`config.mk`:
```
export PLATFORM = sky130hd
export DESIGN_NAME = cvxif_issue_master
export DESIGN_NICKNAME = d
export VERILOG_FILES = /design/src/rtl/cvxif_issue_master.sv
export SDC_FILE = /design/constraint.sdc
export NUM_CORES = 1
export LEC_CHECK = 0
export CAP_MARGIN = 20
export CORE_AREA = 8 8 117 119
export DETAILED_ROUTE_END_ITERATION = 6
export DIE_AREA = 0 0 125 127
export DONT_BUFFER_PORTS = 1
export PLACE_DENSITY = 0.69
export SETUP_SLACK_MARGIN = 0.02
export SLEW_MARGIN = 30
export SYNTH_ARGS = -nofsm -noshare
export SYNTH_HDL_FRONTEND = slang
export SYNTH_SLANG_ARGS = --single-unit
```
`constraint.sdc`:
```
create_clock -name clk_i -period 2.4 [get_ports clk_i]
set_clock_uncertainty 0.15 [all_clocks]
set_input_delay 0.48 -clock clk_i [delete_from_list [all_inputs] [get_ports clk_i]]
set_output_delay 0.48 -clock clk_i [all_outputs]
set_load 0.1 [all_outputs]
```
`src/rtl/cvxif_issue_master.sv`:
```
// Core-side CV-X-IF initiator: issues one offload candidate at a time, commits it, tracks
// writeback instructions in a small scoreboard and returns their results to the core.
module cvxif_issue_master #(
    parameter int unsigned XLEN          = 32,
    parameter int unsigned NrOutstanding = 4,
    parameter int unsigned IdBits        = 2
) (
    input  logic              clk_i,
    input  logic              rst_i,
    input  logic              flush_i,
    input  logic              instr_valid_i,
    output logic              instr_ready_o,
    input  logic [31:0]       instr_i,
    input  logic [XLEN-1:0]   rs1_i,
    input  logic [XLEN-1:0]   rs2_i,
    output logic              x_issue_valid_o,
    input  logic              x_issue_ready_i,
    output logic [31:0]       x_issue_instr_o,
    output logic [IdBits-1:0] x_issue_id_o,
    output logic [XLEN-1:0]   x_issue_rs1_o,
    output logic [XLEN-1:0]   x_issue_rs2_o,
    input  logic              x_resp_accept_i,
    input  logic              x_resp_writeback_i,
    output logic              x_commit_valid_o,
    output logic [IdBits-1:0] x_commit_id_o,
    output logic              x_commit_kill_o,
    input  logic              x_result_valid_i,
    output logic              x_result_ready_o,
    input  logic [IdBits-1:0] x_result_id_i,
    input  logic [XLEN-1:0]   x_result_data_i,
    input  logic [4:0]        x_result_rd_i,
    input  logic              x_result_we_i,
    output logic              wb_valid_o,
    output logic [4:0]        wb_rd_o,
    output logic [XLEN-1:0]   wb_data_o,
    output logic              illegal_o,
    output logic [31:0]       illegal_tval_o,
    output logic              id_err_o
);

    typedef enum logic [1:0] {StIdle, StIssue, StCommit} state_e;

    state_e                   state_q, state_d;
    logic [NrOutstanding-1:0] pending_q, pending_d;
    logic [31:0]              instr_q;
    logic [XLEN-1:0]          rs1_q, rs2_q;
    logic [IdBits-1:0]        id_q;
    logic                     kill_q;
    logic                     illegal_q;
    logic [31:0]              tval_q;
    logic                     wb_valid_q;
    logic [4:0]               wb_rd_q;
    logic [XLEN-1:0]          wb_data_q;
    logic                     id_err_q;

    logic [IdBits-1:0] free_id;
    logic              any_free;
    logic              take;
    logic              issue_hs;
    logic              res_hit;

    // Lowest-index free entry; only registered pending state is used, so an entry freed by a
    // result this cycle becomes allocatable one cycle later.
    always_comb begin
        free_id  = '0;
        any_free = 1'b0;
        for (int i = NrOutstanding - 1; i >= 0; i--) begin
            if (!pending_q[i]) begin
                free_id  = IdBits'(i);
                any_free = 1'b1;
            end
        end
    end

    assign instr_ready_o = (state_q == StIdle) & any_free & ~flush_i & ~rst_i;
    assign take          = instr_valid_i & instr_ready_o;
    assign issue_hs      = (state_q == StIssue) & x_issue_ready_i;
    assign res_hit       = x_result_valid_i & pending_q[x_result_id_i];

    always_comb begin
        state_d   = state_q;
        pending_d = pending_q;
        if (res_hit) begin
            pending_d[x_result_id_i] = 1'b0;
        end
        unique case (state_q)
            StIdle: begin
                if (take) begin
                    state_d = StIssue;
                end
            end
            StIssue: begin
                if (issue_hs) begin
                    state_d = x_resp_accept_i ? StCommit : StIdle;
                    if (x_resp_accept_i && x_resp_writeback_i && !flush_i) begin
                        pending_d[id_q] = 1'b1;
                    end
                end
            end
            StCommit: begin
                state_d = StIdle;
                if (flush_i) begin
                    pending_d[id_q] = 1'b0;
                end
            end
            default: state_d = StIdle;
        endcase
    end

    always_ff @(posedge clk_i) begin
        if (rst_i) begin
            state_q    <= StIdle;
            pending_q  <= '0;
            instr_q    <= '0;
            rs1_q      <= '0;
            rs2_q      <= '0;
            id_q       <= '0;
            kill_q     <= 1'b0;
            illegal_q  <= 1'b0;
            tval_q     <= '0;
            wb_valid_q <= 1'b0;
            wb_rd_q    <= '0;
            wb_data_q  <= '0;
            id_err_q   <= 1'b0;
        end else begin
            state_q   <= state_d;
            pending_q <= pending_d;
            if (take) begin
                instr_q <= instr_i;
                rs1_q   <= rs1_i;
                rs2_q   <= rs2_i;
                id_q    <= free_id;
            end
            if (issue_hs) begin
                kill_q <= flush_i;
            end
            illegal_q <= issue_hs & ~x_resp_accept_i;
            if (issue_hs && !x_resp_accept_i) begin
                tval_q <= instr_q;
            end
            wb_valid_q <= res_hit & x_result_we_i;
            if (res_hit) begin
                wb_rd_q   <= x_result_rd_i;
                wb_data_q <= x_result_data_i;
            end
            id_err_q <= x_result_valid_i & ~pending_q[x_result_id_i];
        end
    end

    assign x_issue_valid_o  = (state_q == StIssue);
    assign x_issue_instr_o  = instr_q;
    assign x_issue_id_o     = id_q;
    assign x_issue_rs1_o    = rs1_q;
    assign x_issue_rs2_o    = rs2_q;
    assign x_commit_valid_o = (state_q == StCommit);
    assign x_commit_id_o    = id_q;
    // A flush seen at the handshake or during the commit cycle itself kills the instruction.
    assign x_commit_kill_o  = (state_q == StCommit) & (kill_q | flush_i);
    assign x_result_ready_o = 1'b1;
    assign wb_valid_o       = wb_valid_q;
    assign wb_rd_o          = wb_rd_q;
    assign wb_data_o        = wb_data_q;
    assign illegal_o        = illegal_q;
    assign illegal_tval_o   = tval_q;
    assign id_err_o         = id_err_q;

endmodule

```
---- Word level (Yosys, flattened, before mapping) ----
Cells that the tools add are included.
storage, ports and cells
  flip-flop bits (word level) ............. 177
  bits of input ports ..................... 144
cells by class
  order comparisons ....................... 4
  equal/unequal tests ..................... 4
  mux-type cells .......................... 23
  bitwise gates (word level) .............. 20
  reductions and logical operators ........ 9
operators by type and width
  operator                                                                             number
  4-bit 2-to-1 mux                                                                     4
  2-bit 2-to-1 mux                                                                     7
  1-bit AND                                                                            10
  4-bit AND                                                                            2
  4-bit inverter                                                                       2
  4-bit one-hot mux with 2 select lines                                                1
  1-bit 2-to-1 mux                                                                     7
  2-bit by 3-bit < comparator with 1-bit output, second input constant                 2
  1-bit logical AND                                                                    5
  1-bit demux with 2-bit select                                                        2
  2-bit by 1-bit greater-or-equal comparator with 1-bit output, second input constant  2
  1-bit inverter                                                                       4
  4-bit bitwise OR                                                                     1
  2-bit one-hot mux with 2 select lines                                                1
  1-bit binary-select mux with 2-bit select                                            1
  2-bit by 1-bit equality test with 1-bit output, second input constant                1
  2-bit equality test, second input constant                                           1
  1-bit zero test                                                                      2
  2-bit zero test                                                                      1
  2-bit by 1-bit inequality test with 1-bit output, second input constant              1
  2-bit inequality test, second input constant                                         1
  2-bit AND reduction                                                                  1
  1-bit bitwise OR                                                                     1

---- Logic depth before layout (Yosys ltp) ----
Gate-level depths: netlist of run 1.
  depth in word-level cells ............... 11
  depth in mapped cells ................... 9
  depth with buffers taken out ............ 6

---- Worst setup path after synthesis of run 1 ----
Ideal clock, no wire load.
  kind .................................... register -> output
  from .................................... register state_q[0]
  to ...................................... output x_commit_kill_o
  data arrival time ....................... 2,125 ps
  data required time ...................... 1,770 ps
  slack ................................... -355 ps
  cell stages (with the launch flop) ...... 4
  buffers on the path ..................... 0
  path through ............................ dfxtp_1 > inv_1 > ha_1 > o21a_1
between the ends
  word-level cells in the longest chain between the ends .. 2
ends and longest elaborated chain
  what                        RTL line  RTL
  start, declared             43        state_e state_q, state_d;
  start signal, assigned      112       state_q <= StIdle;
  start signal, assigned      126       state_q <= state_d;
  2-bit equality test         --
  named net x_commit_valid_o  24        output logic x_commit_valid_o,
  1-bit AND                   158       assign x_commit_kill_o = (state_q == StCommit) & (kill_q | flush_i);
  end, declared               26        output logic x_commit_kill_o,
The timed path passes the listed nets, and every way through them passes these cells.

---- Worst setup path after layout of run 1 ----
  from .................................... register state_q[0]
  to ...................................... output instr_ready_o
between the ends
  word-level cells in the longest chain between the ends .. 4
ends and longest elaborated chain
  what                    RTL line  RTL
  2-bit zero test         75        assign instr_ready_o = (state_q == StIdle) & any_free & ~flush_i & ~rst_i;
  1-bit AND (3 in a row)  75
  end, declared           12        output logic instr_ready_o,
Every way passes these cells.

==> results of run 1 <==
-- power breakdown --
part | internal, uW | switching (uW)
combinational | 305 | 1160
clock | 1890 | 1090
sequential | 3040 | 41.7
-- worst register-to-register path, cell delays in order, from the launching register on --
cell	delay (ns)
dfxtp_1	0.35
inv_1	0.16
ha_4	0.19
and4bb_2	0.30
and2_4	0.19
nor2_1	0.04
a211oi_1	0.21
dlygate4sd3_1	0.57
-- logic make-up after synthesis --
logic type,Yosys count,share of synthesized area
simple gates,367,0.226
compound gates,188,0.154
flops,177,0.556
buf+inv,65,0.0498
mux,4,0.00628
fa+ha+maj,4,0.00785
other cells,1,0.000588
-- stage by stage --
step           hold slack, ns  worst slack (ns)  utilization
6_report               0.0420             0.152        0.746
5_1_grt                0.0308            0.0578        0.746
2_1_floorplan           0.287            -0.123            -
3_5_place_dp            0.290             0.325        0.654
4_1_cts               -0.0319            0.0662        0.739
3_3_place_gp            0.284             0.505        0.654
-- final cells by class --
| cell class | count | area, um2 | share of cell area |
|---|---|---|---|
| sequential | 177 | 3550 | 0.402 |
| multi-input combinational | 564 | 2550 | 0.289 |
| timing repair buffer | 220 | 1870 | 0.213 |
| clock buffer | 21 | 460 | 0.0522 |
| tap | 147 | 184 | 0.0209 |
| clock inverter | 10 | 183 | 0.0207 |
| inverter | 6 | 22.5 | 0.00255 |
-- repair_timing --
action                                 in CTS  in global routing
gates resized for setup                     0                  4
setup endpoints to repair                   0                  3
hold buffers                               36                  3
endpoints found under the hold margin     153                 42
-- registers in the layout, summed over array words and instances, names as in the netlist --
signal	count
id_err_o	1
illegal_o	1
wb_data_o	32
wb_rd_o	5
x_issue_instr_o	32
state_q	2
pending_q	4
x_issue_rs2_o	32
x_commit_id_o	2
illegal_tval_o	32
wb_valid_o	1
kill_q	1
x_issue_rs1_o	32
-- cells in the mapped netlist (all sizes together) --
library cell  number
a41o               1
o22a               1
mux2i              4
clkbuf            27
nand2b             3
dfxtp            177
o21a               1
nand3b             2
a21oi            171
nand4              2
inv                5
nand2            342
and4b              1
o22ai              5
nor2               4
o211ai             5
nor2b              1
conb               1
nand3              5
ha                 4
and2               1
and4bb             1
a211oi             1
buf               32
o21ai              3
nor3               1
and4               1
nand4b             1
nor3b              1
clkinv             1
or2                1
-- placed cells by master, fill, tap and decap left out, drive strengths merged, types with 2 or more instances in the layout --
master	count
a21oi	171
buf	184
bufinv	5
clkbuf	21
clkinv	3
clkinvlp	3
dfxtp	177
dlygate4sd3	36
ha	4
inv	5
mux2i	4
nand2	342
nand2b	3
nand3	5
nand3b	2
nand4	2
nor2	4
o211ai	5
o21ai	3
o22ai	5
-- final timing paths --
check / endpoint / slack (ns) / startpoint
setup / recovery: instr_ready_o / 0.15 / state_q[0]
hold / removal: x_issue_rs2_o[14] / 0.04 / rs2_i[14]
setup reg to reg: x_commit_id_o[1] / 0.17 / state_q[0]
hold reg to reg: illegal_tval_o[25] / 0.30 / illegal_tval_o[25]
-- per-layer routing --
layer	up-vias	track usage
li1	2969	-
met1	2783	0.235
met2	334	0.437
met3	53	0.112
met4	0	0.120
met5	-	0
==> results.yml, run 1 <==
timing:
  fin_setup_tns_ns: 0
  final-hold-violation-count: 0
  tightest_slew_ns: 0.561
  max_freq_mhz: 445
  setup_viol: 0
  maxSlewViolCount: 0
  rsz0062_at_grt: "false"
  min_period_over_period: 0.937
  finalCriticalPeriod_ns: 2.25
  max_slew_margin: 0.629
floorplan:
  die_w_um: 125
  ios: 321
  fp-row-count: 40
  start_util: 0.540
  die_y_um: 127
  core-area_mm2: 0.0118
  die-area_mm2: 0.0159
yosys:
  syn_area_mm2: 0.00638
  yosysTopAreaCellShare: 0.556
  yosysTopAreaCell: "dfxtp_1"
  ys_types: 35
  synth.area.top_cells: "dfxtp_1, nand2_1, a21oi_1, clkbuf_1, buf_2"
  netlist_instances: 806
  synth_warnings: 0
  synth_seq_area_share: 0.556
  syn_avg_cell_area_um2: 7.91
  syn-num-nets: 954
  ys_ff_latch: 177
status:
  status: "completed"
placement:
  dp_cells: 1075
  dpl_cell_area_mm2: 0.00773
  dp_hpwl_um: 14000
  numPortBuffers: 0
  gp_congestion: 0.841
clock_network:
  path_clk_slew_ns: 0.06
  cts-root-buf: "clkbuf_16"
  cts_buffers: 17
  cts_buffer_depth: 2
  clk_latency_ns: 0.41
  post-cts-setup-buffers: 0
  ctsHtreeMaxLevel: 4
  cts_tree: "built"
  cts.sinks: 177
min_path:
  min_path_cells: 2
  hp-class: "in -> reg"
cells_and_area:
  layout.cells.non_filler: 1145
  antenna_cells: 0
  area_growth_pct: 38.3
  fillCellCount: 859
  finalNetCount: 1134
  post-route-cell-area_mm2: 0.00882
  drive_gt1_frac: 0.224
global_routing:
  antenna_found_initial: 0
  grt_pass1_vias: 5907
  grt_max_degree: 175
  grt_overflow: 0
  grt_pass1_wl_um: 31200
  track_usage: 0.244
route:
  wl_per_cell_um: 18.3
  dr.first_iter.drc_count: 402
  wl_met1_um: 7200
  viasPerCell: 5.36
  highest_layer: "met4"
  dr_wl_met3_um: 2390
  drcViolationCount: 0
  routed_wl_um: 21000
  wl_met2_um: 10600
  drt-pass1-iter-count: 5
  dr_total_vias: 6139
  ant_nets: 0
setup_path:
  crit_slowest_cell: "dfxtp_1"
  slowest_delay_ns: 0.35
  crit_chain: "inv_1, ha_4, and4b_1, buf_4"
  worst-path-stages: 4
  path_max_fanout: 6
  worstPathRequired_ns: 1.77
  crit_buf_inv: 2
  arrival_ns: 1.62
  crit_type: "reg -> out"
  r2r_cells: 7
  worstSetupEndpointType: "primary output"
  start_kind: "flop"
  cp_top_family: "buffers and inverters"
power:
  pwr_density_cell_mw_per_mm2: 855
  peakVddDrop_mv: 0.564
  leakagePower_uw: 0.00357
  power_uw: 7540
flow_run:
  drv_cap: 0
Power figures use the tool's default switching activity.
==> run 2: changes to the inputs <==
--- a/config.mk
+++ b/config.mk
@@ -5,12 +5,13 @@
 export SDC_FILE = /design/constraint.sdc
 export NUM_CORES = 1
 export LEC_CHECK = 0
-export CAP_MARGIN = 20
+export CAP_MARGIN = 5
 export CORE_AREA = 8 8 117 119
 export DETAILED_ROUTE_END_ITERATION = 6
 export DIE_AREA = 0 0 125 127
 export DONT_BUFFER_PORTS = 1
 export PLACE_DENSITY = 0.69
+export RECOVER_POWER = 25
 export SETUP_SLACK_MARGIN = 0.02
 export SLEW_MARGIN = 30
 export SYNTH_ARGS = -nofsm -noshare
==> results.yml, run 2 (synthesis gave the netlist of run 1 again) <==
status:
  status: "completed"
global_routing:
  antenna_found_initial: 0
  grt_pass1_vias: 5907
  track_usage: 0.244
  grt_overflow: 0
  grt_max_degree: 175
  grt_pass1_wl_um: 31200
setup_path:
  worstSetupEndpointType: "primary output"
  worstPathRequired_ns: 1.77
  r2r-start: "state_q[1]"
  start_kind: "flop"
  arrival_ns: 1.61
  crit_type: "reg -> out"
  cp-startpoint: "state_q[1]"
  path_max_fanout: 6
floorplan:
  core-area_mm2: 0.0118
  ios: 321
  die_w_um: 125
  start_util: 0.540
  die_y_um: 127
  die-area_mm2: 0.0159
  fp-row-count: 40
route:
  drcViolationCount: 0
  viasPerCell: 5.39
  dr.first_iter.drc_count: 391
  routed_wl_um: 20900
  wl_per_cell_um: 18.3
  ant_nets: 0
  drt-pass1-iter-count: 4
  dr_total_vias: 6172
clock_network:
  path_clk_slew_ns: 0.06
  cts_buffer_depth: 2
  post-cts-setup-buffers: 0
  cts_buffers: 17
  cts_tree: "built"
  clk_latency_ns: 0.41
  cts.sinks: 177
  cts-root-buf: "clkbuf_16"
  ctsHtreeMaxLevel: 4
flow_run:
  drv_cap: 0
min_path:
  hp-start: "rs2_i[14]"
  hp-class: "in -> reg"
timing:
  max_freq_mhz: 446
  finalCriticalPeriod_ns: 2.24
  final-hold-violation-count: 0
  maxSlewViolCount: 0
  holdWs_ns: 0.0421
  rsz0062_at_grt: "false"
  max_slew_margin: 0.589
  min_period_over_period: 0.935
  setup_viol: 0
  tightest_slew_ns: 0.616
placement:
  numPortBuffers: 0
  gp_congestion: 0.841
  dpl_cell_area_mm2: 0.00773
  dp_hpwl_um: 14000
power:
  peakVddDrop_mv: 0.565
  pwr_density_cell_mw_per_mm2: 872
  power_uw: 7510
  leakagePower_uw: 0.00350
cells_and_area:
  antenna_cells: 0
  drive_gt1_frac: 0.224
  layout_common_cells: "nand2_1, dfxtp_1, a21oi_1"
  fillCellCount: 907
  post-route-cell-area_mm2: 0.00861
  layout_commonest_cell: "nand2_1"
  area_growth_pct: 35.0
  finalNetCount: 1134
-- run 2: cell count changes in the layout (fill, tap and decap cells not counted) --
| cell | before | now |
|---|---|---|
| clkbuf_2 | 0 | 84 |
| buf_4 | 174 | 90 |
-- run 2: cell type report --
| class | count | area [um2] | share of cell area |
|---|---|---|---|
| flip-flops and latches | 177 | 3550 | 0.412 |
| multi-input cells | 564 | 2550 | 0.296 |
| repair buffers | 220 | 1660 | 0.193 |
| clock buffers | 21 | 460 | 0.0535 |
| well taps | 147 | 184 | 0.0214 |
| clock inverters | 10 | 183 | 0.0212 |
| inverters | 6 | 22.5 | 0.00262 |
-- run 2: timing repair --
| action | in CTS | in global routing |
|---|---|---|
| endpoints found under the hold margin | 153 | 42 |
| gates resized for setup | 0 | 4 |
| setup endpoints to repair | 0 | 3 |
| hold buffers | 36 | 3 |
-- run 2: report_power, final --
part / switching (uW) / leakage, uW / internal [uW]
combinational: 1160 / 0.00177 / 273
sequential: 40.7 / 0.00143 / 3040
clock: 1090 / 0.000305 / 1890
-- run 2: through the flow --
| stage | setup TNS (ns) | setup WS (ns) | utilization | cells |
|---|---|---|---|---|
| floorplan | -0.123 | -0.123 | - | 806 |
| global placement | 0 | 0.505 | 0.654 | 1075 |
| detailed placement | 0 | 0.325 | 0.654 | 1075 |
| CTS | 0 | 0.0662 | 0.739 | 1142 |
| global route | 0 | 0.0435 | 0.729 | 1145 |
| finish | 0 | 0.156 | 0.729 | 1145 |
-- run 2: worst paths after layout --
path                        endpoint  cells after the start  slack [ns]
setup / recovery       instr_ready_o                      4        0.16
hold / removal     x_issue_rs2_o[14]                      2        0.04
setup reg to reg    x_commit_id_o[1]                      7        0.17
hold reg to reg   illegal_tval_o[25]                      2        0.30
-- run 2: per-layer routing --
metal	global-route usage	vias up	wire [um]
met4	0.120	0	799
li1	-	2975	-
met3	0.112	55	2320
met5	0	-	0
met2	0.437	322	10500
met1	0.235	2820	7250
-- run 2: critical path, cell delays in order, from the launching register on --
cell and delay (ns):
dfxtp_1 0.33, inv_1 0.17, ha_4 0.19, and4b_1 0.19, buf_4 0.31
==> run 3: changes to the inputs <==
--- a/config.mk
+++ b/config.mk
@@ -10,7 +10,7 @@
 export DETAILED_ROUTE_END_ITERATION = 6
 export DIE_AREA = 0 0 125 127
 export DONT_BUFFER_PORTS = 1
-export PLACE_DENSITY = 0.69
+export PLACE_DENSITY = 0.8
 export RECOVER_POWER = 25
 export SETUP_SLACK_MARGIN = 0.02
 export SLEW_MARGIN = 30
==> results.yml, run 3 (synthesis gave the netlist of run 1 again) <==
status:
  status: "completed"
floorplan:
  die-area_mm2: 0.0159
  fp-row-count: 40
  ios: 321
  core-area_mm2: 0.0118
  start_util: 0.540
  die_w_um: 125
  die_y_um: 127
power:
  leakagePower_uw: 0.00349
  combPwrFrac: 0.198
  seq_power_share: 0.430
  pwr_density_cell_mw_per_mm2: 841
  p_int_uw: 4870
  switching_share: 0.321
  clockPowerShare: 0.373
  power.switching_uw: 2300
  peakVddDrop_mv: 0.677
  power_uw: 7170
route:
  drt-pass1-iter-count: 7
  drcViolationCount: 0
  ant_nets: 0
  viasPerCell: 5.48
  routed_wl_um: 22300
  wl_per_cell_um: 19.3
  dr.first_iter.drc_count: 464
  dr_total_vias: 6306
global_routing:
  track_usage: 0.259
  grt_pass1_wl_um: 32800
  grt_overflow: 0
  grt_pass1_vias: 6147
  grt_max_degree: 175
  antenna_found_initial: 3
timing:
  maxSlewViolCount: 0
  tightest_slew_ns: 0.623
  holdWs_ns: 0.0265
  rsz0062_at_grt: "false"
  fin_ws_ns: 0.141
  finalCriticalPeriod_ns: 2.26
  max_freq_mhz: 443
  max_slew_margin: 0.584
  final-hold-violation-count: 0
  setup_viol: 0
  min_period_over_period: 0.941
clock_network:
  cts_tree: "built"
  cts_buffer_depth: 2
  ctsHtreeMaxLevel: 4
  cts-root-buf: "clkbuf_16"
  clk_latency_ns: 0.42
  path_clk_slew_ns: 0.06
  post-cts-setup-buffers: 0
  cts_buffers: 17
  cts.sinks: 177
cells_and_area:
  layout_common_cells: "nand2_1, dfxtp_1, a21oi_1"
  drive_gt1_frac: 0.225
  layout_commonest_cell: "nand2_1"
  finalNetCount: 1139
  layout.cells.non_filler: 1151
  area_growth_pct: 33.8
  fin_util: 0.722
placement:
  numPortBuffers: 0
  dp_hpwl_um: 14400
  preCtsSetupSlack_ns: 0.238
  dp_cells: 1079
  gp_congestion: 0.856
setup_path:
  crit_type: "reg -> out"
  start_kind: "flop"
  worstPathRequired_ns: 1.77
  worstSetupEndpointType: "primary output"
  arrival_ns: 1.63
  path_max_fanout: 6
flow_run:
  drv_cap: 0
min_path:
  hp-class: "in -> reg"
## run 3: cell types whose count changed in the layout (fill, tap and decap cells not counted), sizes merged
| cell | previous run | this run |
|---|---|---|
| clkinvlp | 3 | 2 |
| clkinv | 3 | 6 |
| dlygate4sd3 | 36 | 38 |
| inv | 5 | 6 |
| bufinv | 5 | 2 |
| clkbuf | 105 | 104 |
| buf | 100 | 102 |
| diode | 0 | 3 |
## run 3: timing repair
action	4_1_cts	5_1_grt
hold buffers	37	3
hold endpoints to repair	164	62
resized for setup	0	3
setup endpoints to repair	0	3
## run 3: final cells by class
type | count | area, um2
timing repair buffer | 225 | 1670
multi-input combinational | 564 | 2530
inverter | 6 | 22.5
fill | 875 | 3280
antenna | 3 | 7.51
clock inverter | 10 | 113
clock buffer | 19 | 453
tap | 147 | 184
sequential | 177 | 3550
## run 3: metrics by stage
stage | setup TNS (ns) | cell area, um2
final | 0 | 8530
after global routing | 0 | 8530
after CTS | 0 | 8680
after detailed placement | 0 | 7750
after global placement | 0 | 7750
after floorplan | -0.123 | 6380
## run 3: path summary, 6_finish.rpt
path	cells after the start	from	slack [ns]	endpoint
worst min-delay path	1	rst_i	0.03	illegal_tval_o[5]
worst max-delay path	4	state_q[0]	0.14	instr_ready_o
worst min register to register	2	x_issue_instr_o[30]	0.30	illegal_tval_o[30]
worst max register to register	6	pending_q[2]	0.17	wb_data_o[27]
## run 3: power by group through the flow
stage / clock (uW) / combinational, uW / sequential, uW
after global placement: 0 / 1380 / 3140
after detailed placement: 0 / 1400 / 3150
final: 2670 / 1420 / 3080
after global routing: 2830 / 1480 / 3090
after CTS: 2690 / 1410 / 3080
after floorplan: 0 / 463 / 3840
## run 3: worst max-delay path, stage by stage (launching register included)
cell	delay (ns)
dfxtp_1	0.34
inv_1	0.12
ha_1	0.26
and4b_1	0.25
buf_6	0.24
## run 3: routing by layer
metal	share of wire	wire length, um	up-vias	GRT usage
met5	0	0	-	0
met3	0.12	2600	58	0.126
met1	0.34	7540	2903	0.247
met2	0.51	11300	356	0.461
met4	0.035	775	0	0.125
li1	-	-	2989	-
